[config.mk]
export PLATFORM = sky130hd
export DESIGN_NAME = dispatch_queue
export DESIGN_NICKNAME = d
export VERILOG_FILES = /design/src/rtl/dispatch_queue.sv
export SDC_FILE = /design/constraint.sdc
export NUM_CORES = 2
export LEC_CHECK = 0
export CAP_MARGIN = 20
export CORE_MARGIN = 2
export CORE_UTILIZATION = 35
export CTS_BUF_LIST = sky130_fd_sc_hd__clkbuf_8 sky130_fd_sc_hd__clkbuf_16
export DETAILED_ROUTE_END_ITERATION = 8
export GPL_TIMING_DRIVEN = 1
export PLACE_DENSITY_LB_ADDON = 0.12
export SLEW_MARGIN = 20
export SYNTH_ARGS = -nofsm -noshare
export SYNTH_HDL_FRONTEND = slang
export SYNTH_SLANG_ARGS = --single-unit
[constraint.sdc]
create_clock -name clk -period 24.3 [get_ports clk]
set_input_delay 7.29 -clock clk [delete_from_list [all_inputs] [get_ports clk]]
set_output_delay 7.29 -clock clk [all_outputs]
set_load 0.01 [all_outputs]
[src/rtl/dispatch_queue.sv]
// rtl/dispatch_queue.sv - in-order dispatch buffer between rename and inst_router with operand wakeup snooping
module dispatch_queue #(
    parameter int INST_ID_BITS = 6,
    parameter int PRN_BITS     = 6,
    parameter int MAX_OPERANDS = 3,
    parameter int FU_COUNT     = 4,
    parameter int FUC_BITS     = 2,
    parameter int DEPTH        = 8
) (
    input  logic                                               clk,
    input  logic                                               rst,
    input  logic                                               flush,
    input  logic                                               in_valid,
    output logic                                               in_ready,
    input  logic [INST_ID_BITS-1:0]                            in_inst_id,
    input  logic [31:0]                                        in_raw_instr,
    input  logic [63:0]                                        in_instr_pc,
    input  logic [FUC_BITS-1:0]                                in_fu_choice,
    input  logic [MAX_OPERANDS-1:0]                            in_prn_input_valid,
    input  logic [MAX_OPERANDS-1:0]                            in_prn_input_ready,
    input  logic [MAX_OPERANDS-1:0][PRN_BITS-1:0]              in_prn_input,
    input  logic [MAX_OPERANDS-1:0]                            in_prn_output_valid,
    input  logic [MAX_OPERANDS-1:0][PRN_BITS-1:0]              in_prn_output,
    input  logic [FU_COUNT-1:0][MAX_OPERANDS-1:0]              set_prn_ready,
    input  logic [FU_COUNT-1:0][MAX_OPERANDS-1:0][PRN_BITS-1:0] set_prn,
    input  logic [FU_COUNT-1:0]                                queue_ready,
    output logic                                               out_inst_valid,
    output logic [INST_ID_BITS-1:0]                            out_inst_id,
    output logic [31:0]                                        out_raw_instr,
    output logic [63:0]                                        out_instr_pc,
    output logic [FUC_BITS-1:0]                                out_fu_choice,
    output logic [MAX_OPERANDS-1:0]                            out_prn_input_valid,
    output logic [MAX_OPERANDS-1:0]                            out_prn_input_ready,
    output logic [MAX_OPERANDS-1:0][PRN_BITS-1:0]              out_prn_input,
    output logic [MAX_OPERANDS-1:0]                            out_prn_output_valid,
    output logic [MAX_OPERANDS-1:0][PRN_BITS-1:0]              out_prn_output,
    output logic [$clog2(DEPTH):0]                             occupancy
);
    localparam int PTR_BITS = $clog2(DEPTH);
    localparam int CNT_BITS = PTR_BITS + 1;

    logic [INST_ID_BITS-1:0]               id_q   [DEPTH];
    logic [31:0]                           raw_q  [DEPTH];
    logic [63:0]                           pc_q   [DEPTH];
    logic [FUC_BITS-1:0]                   fu_q   [DEPTH];
    logic [MAX_OPERANDS-1:0]               srcv_q [DEPTH];
    logic [MAX_OPERANDS-1:0]               rdy_q  [DEPTH];
    logic [MAX_OPERANDS-1:0][PRN_BITS-1:0] src_q  [DEPTH];
    logic [MAX_OPERANDS-1:0]               dstv_q [DEPTH];
    logic [MAX_OPERANDS-1:0][PRN_BITS-1:0] dst_q  [DEPTH];

    logic [PTR_BITS-1:0]     head, tail;
    logic [CNT_BITS-1:0]     count;
    logic                    head_fu_ok;
    logic                    push, pop;
    logic [MAX_OPERANDS-1:0] in_rdy_eff;

    function automatic logic bcast_hit(
        input logic [FU_COUNT-1:0][MAX_OPERANDS-1:0]               v,
        input logic [FU_COUNT-1:0][MAX_OPERANDS-1:0][PRN_BITS-1:0] p,
        input logic [PRN_BITS-1:0]                                 prn
    );
        logic h;
        h = 1'b0;
        for (int f = 0; f < FU_COUNT; f++)
            for (int k = 0; k < MAX_OPERANDS; k++)
                h = h | (v[f][k] && (p[f][k] == prn));
        return h;
    endfunction

    // FU selects beyond FU_COUNT match no queue and therefore never issue
    always_comb begin
        head_fu_ok = 1'b0;
        for (int f = 0; f < FU_COUNT; f++)
            if (fu_q[head] == FUC_BITS'(f))
                head_fu_ok = queue_ready[f];
    end

    assign in_ready       = (count != CNT_BITS'(DEPTH)) && !flush;
    assign out_inst_valid = (count != '0) && head_fu_ok && !flush;
    assign push           = in_valid && in_ready;
    assign pop            = out_inst_valid;
    assign occupancy      = count;

    always_comb begin
        in_rdy_eff          = '0;
        out_prn_input_ready = '0;
        for (int j = 0; j < MAX_OPERANDS; j++) begin
            in_rdy_eff[j] = in_prn_input_ready[j] |
                (in_prn_input_valid[j] & bcast_hit(set_prn_ready, set_prn, in_prn_input[j]));
            out_prn_input_ready[j] = rdy_q[head][j] |
                (srcv_q[head][j] & bcast_hit(set_prn_ready, set_prn, src_q[head][j]));
        end
    end

    assign out_inst_id          = id_q[head];
    assign out_raw_instr        = raw_q[head];
    assign out_instr_pc         = pc_q[head];
    assign out_fu_choice        = fu_q[head];
    assign out_prn_input_valid  = srcv_q[head];
    assign out_prn_input        = src_q[head];
    assign out_prn_output_valid = dstv_q[head];
    assign out_prn_output       = dst_q[head];

    always_ff @(posedge clk or posedge rst) begin
        if (rst) begin
            head  <= '0;
            tail  <= '0;
            count <= '0;
        end else if (flush) begin
            head  <= '0;
            tail  <= '0;
            count <= '0;
        end else begin
            if (push) tail <= tail + 1'b1;
            if (pop)  head <= head + 1'b1;
            if (push && !pop)      count <= count + 1'b1;
            else if (!push && pop) count <= count - 1'b1;
        end
    end

    // Payload needs no reset: occupancy alone decides which slots are live
    always_ff @(posedge clk) begin
        for (int i = 0; i < DEPTH; i++)
            for (int j = 0; j < MAX_OPERANDS; j++)
                if (srcv_q[i][j] && bcast_hit(set_prn_ready, set_prn, src_q[i][j]))
                    rdy_q[i][j] <= 1'b1;
        if (push) begin
            id_q[tail]   <= in_inst_id;
            raw_q[tail]  <= in_raw_instr;
            pc_q[tail]   <= in_instr_pc;
            fu_q[tail]   <= in_fu_choice;
            srcv_q[tail] <= in_prn_input_valid;
            rdy_q[tail]  <= in_rdy_eff;
            src_q[tail]  <= in_prn_input;
            dstv_q[tail] <= in_prn_output_valid;
            dst_q[tail]  <= in_prn_output;
        end
    end
endmodule

==> flow_summary.yaml <==
critical_path:
  path_class: "in -> out"
  arrival_ps: 10560
  start_kind: "input port"
  path_max_fanout: 26
  cpMaxStageDelayCell: "nor4_1"
  required_ps: 17010
  crit_path_cell_trace: "buf_2 > buf_4 > xor2_1 > nand3_1 > nor4_1 > nor4_1 > nand4_1 > a221o_1 > clkdlybuf4s50_1"
  cp_slowest_stage_delay_ps: 740
  crit_path_end_kind: "output port"
  cp_common_cell: "nor4_1"
timing:
  fin_tns_setup_ps: 0
  max_freq_ghz: 0.0560
  max-slew-margin-rel: 0.0427
  tightestPinTransition_ps: 1420
  rsz0062_at_grt: "false"
  hold_viol: 0
  skew_ps: 44.8
  layout_min_cycle_time_ps: 17850
  finalSetupViolations: 0
  drv_slew: 0
  final.period_utilization: 0.735
power_and_ir_drop:
  power.total_mw: 6.67
  clock_power_share: 0.302
  p_int_mw: 4.55
  ir_worst_vdd_mv: 0.0676
  power.share.switching: 0.317
  power_switching_mw: 2.11
  combPwrFrac: 0.337
  p_per_area_nw_per_um2: 80.2
  p_leak_nw: 26.2
  seqPwrFrac: 0.362
run_status:
  outcome: "finished, violations left"
  violations: "DRC"
logic_synthesis:
  synthTopCellsByCount: "edfxtp_1, xnor2_1, xor2_1"
  synth.largest_area_cell: "edfxtp_1"
  yosys-top-cells-area: "edfxtp_1, xnor2_1, xor2_1"
  netlist.area_leader.share: 0.488
  synth-seq-cells: 1202
  syn_nets: 5671
  yosysSeqAreaShare: 0.498
  syn_area_um2: 71900
  synth_warnings: 0
  syn_area_per_cell_um2: 13.3
  synth_cell_types: 55
  synth_edf_count: 1168
  synthArstFlopShare: 0.00832
  post-synth-top-count-cell: "edfxtp_1"
  ys.flop_type: "edfxtp_1"
  syn-instance-count: 5425
routing:
  drt_iter0_markers: 5673
  vias: 48500
  drc: 1
  drt_wl_total_um: 286000
  ant_nets: 0
  wl_per_cell_um: 33.7
  dr.pass1.iters: 8
  post_drt_via_cell_ratio: 5.73
die:
  fp.dieH_um: 457
  fp.coreArea_um2: 204000
  dieArea_um2: 209000
  io_pins: 396
  die_width_um: 457
  num_rows: 166
  initial_core_util: 0.352
cts:
  cts_tree: "built"
  cts.clk_slew.worst_paths_ps: 60
  clk_latency_ps: 810
  cts_buffers: 132
  h-tree-depth: 4
  cts.sinks: 1202
  hold_buffers: 0
  root_buffer: "clkbuf_16"
  postCtsResizedCells: 0
  cts_max_path_buffers: 3
  cts_setup_buffers: 0
global_routing:
  grt_pass1_vias: 47300
  grt_pass1_wl_um: 396000
  antenna_found_initial: 36
  overflow: 0
  grt_max_degree: 129
  grt_use_total: 0.267
placed_design:
  gp_congestion: 0.979
  dp_hpwl_um: 181000
  dp_cells: 8235
  io_buffers: 395
layout:
  final_layout_size_suffix_gt1_frac: 0.175
  fin_nets: 5927
  stdcell_count: 8476
  post-route-util: 0.407
  syn2layout_area_growth_pct: 15.5
min_path:
  hp-class: "reg -> reg"
job:
  maxCapViolations: 0
sequential cells by signal, summed over array words and instances (netlist names):
name / count
pc_q: 512
raw_q: 256
src_q: 144
srcv_q: 24
dstv_q: 24
tail: 3
dst_q: 144
id_q: 48
head: 3
rdy_q: 24
occupancy: 4
fu_q: 16
path summary, 6_finish.rpt:
check	from	slack, ps	endpoint	depth (start not counted)
hold / removal	rdy_q[0][1]	500	rdy_q[0][1]	2
max in group asynchronous	rst	17050	head[0]	2
min in group asynchronous	rst	6840	occupancy[3]	2
hold reg to reg	rdy_q[0][1]	500	rdy_q[0][1]	2
setup / recovery	set_prn[21]	6450	out_prn_input_ready[0]	9
setup reg to reg	head[0]	19000	occupancy[3]	15
stage by stage:
step | hold WS [ps] | instance area [um2] | setup slack (ps)
after floorplan | 448 | 71900 | 4320
after global placement | 467 | 78600 | 6550
after detailed placement | 478 | 78700 | 6570
after CTS | 495 | 83000 | 6570
after global routing | 529 | 83100 | 6420
final | 496 | 83100 | 6450
cell usage in the layout, fill, tap and decap left out, drive strengths merged, types with 35 or more instances in the layout:
master,netlist,layout
buf,413,369
clkbuf,138,135
clkdlybuf4s50,0,304
clkinv,0,49
edfxtp,1168,1168
inv,49,88
mux2,132,132
mux2i,35,35
mux4,290,290
nand4,342,342
nor4,434,434
xnor2,1091,1091
xor2,1061,1061
layout make-up:
cell class / instances / area (um2)
clock buffers: 135 / 3370
well taps: 2688 / 3360
diodes: 4 / 10.0
flip-flops and latches: 1202 / 35800
clock inverters: 102 / 972
fillers: 19100 / 121000
repair buffers: 673 / 5620
inverters: 49 / 214
multi-input cells: 3623 / 33700
worst max-delay path, delay by kind of cell:
kind | cells | cell delay (ps)
xor gates and xnor gates | 1 | 200
and+or+nand+nor | 4 | 1400
AOI/OAI and AO/OA | 1 | 240
buffers and inverters | 3 | 1400
metal layers:
metal / global-route usage / wire length (um) / vias up
met2: 0.396 / 124000 / 2303
met4: 0.0847 / 9600 / 44
met3: 0.0774 / 28300 / 517
met5: 0 / 303 / -
li1: - / - / 20400
met1: 0.376 / 123000 / 25200
cell families (layout without fill, tap and decap cells):
| group | count (synthesis) | count (layout) | share of synthesized area |
|---|---|---|---|
| buffers and inverters | 600 | 959 | 0.0353 |
| XOR/XNOR | 2152 | 2152 | 0.262 |
| other | 0 | 4 | 0 |
| flip-flops | 1202 | 1202 | 0.498 |
| adder cells (fa/ha/maj) | 5 | 5 | 0.000974 |
| AND/OR/NAND/NOR | 892 | 892 | 0.0753 |
| AO/OA/AOI/OAI | 117 | 117 | 0.0106 |
| multiplexers | 457 | 457 | 0.118 |
power groups by stage:
| stage | registers, mW | clock network [mW] | logic, mW |
|---|---|---|---|
| final | 2.41 | 2.01 | 2.24 |
| after global routing | 2.42 | 2.15 | 2.38 |
| after CTS | 2.41 | 2.07 | 2.27 |
| after detailed placement | 2.46 | 0 | 2.26 |
| after global placement | 2.45 | 0 | 2.26 |
| after floorplan | 2.42 | 0 | 1.43 |
No activity file was read; power rests on OpenSTA's default activity.
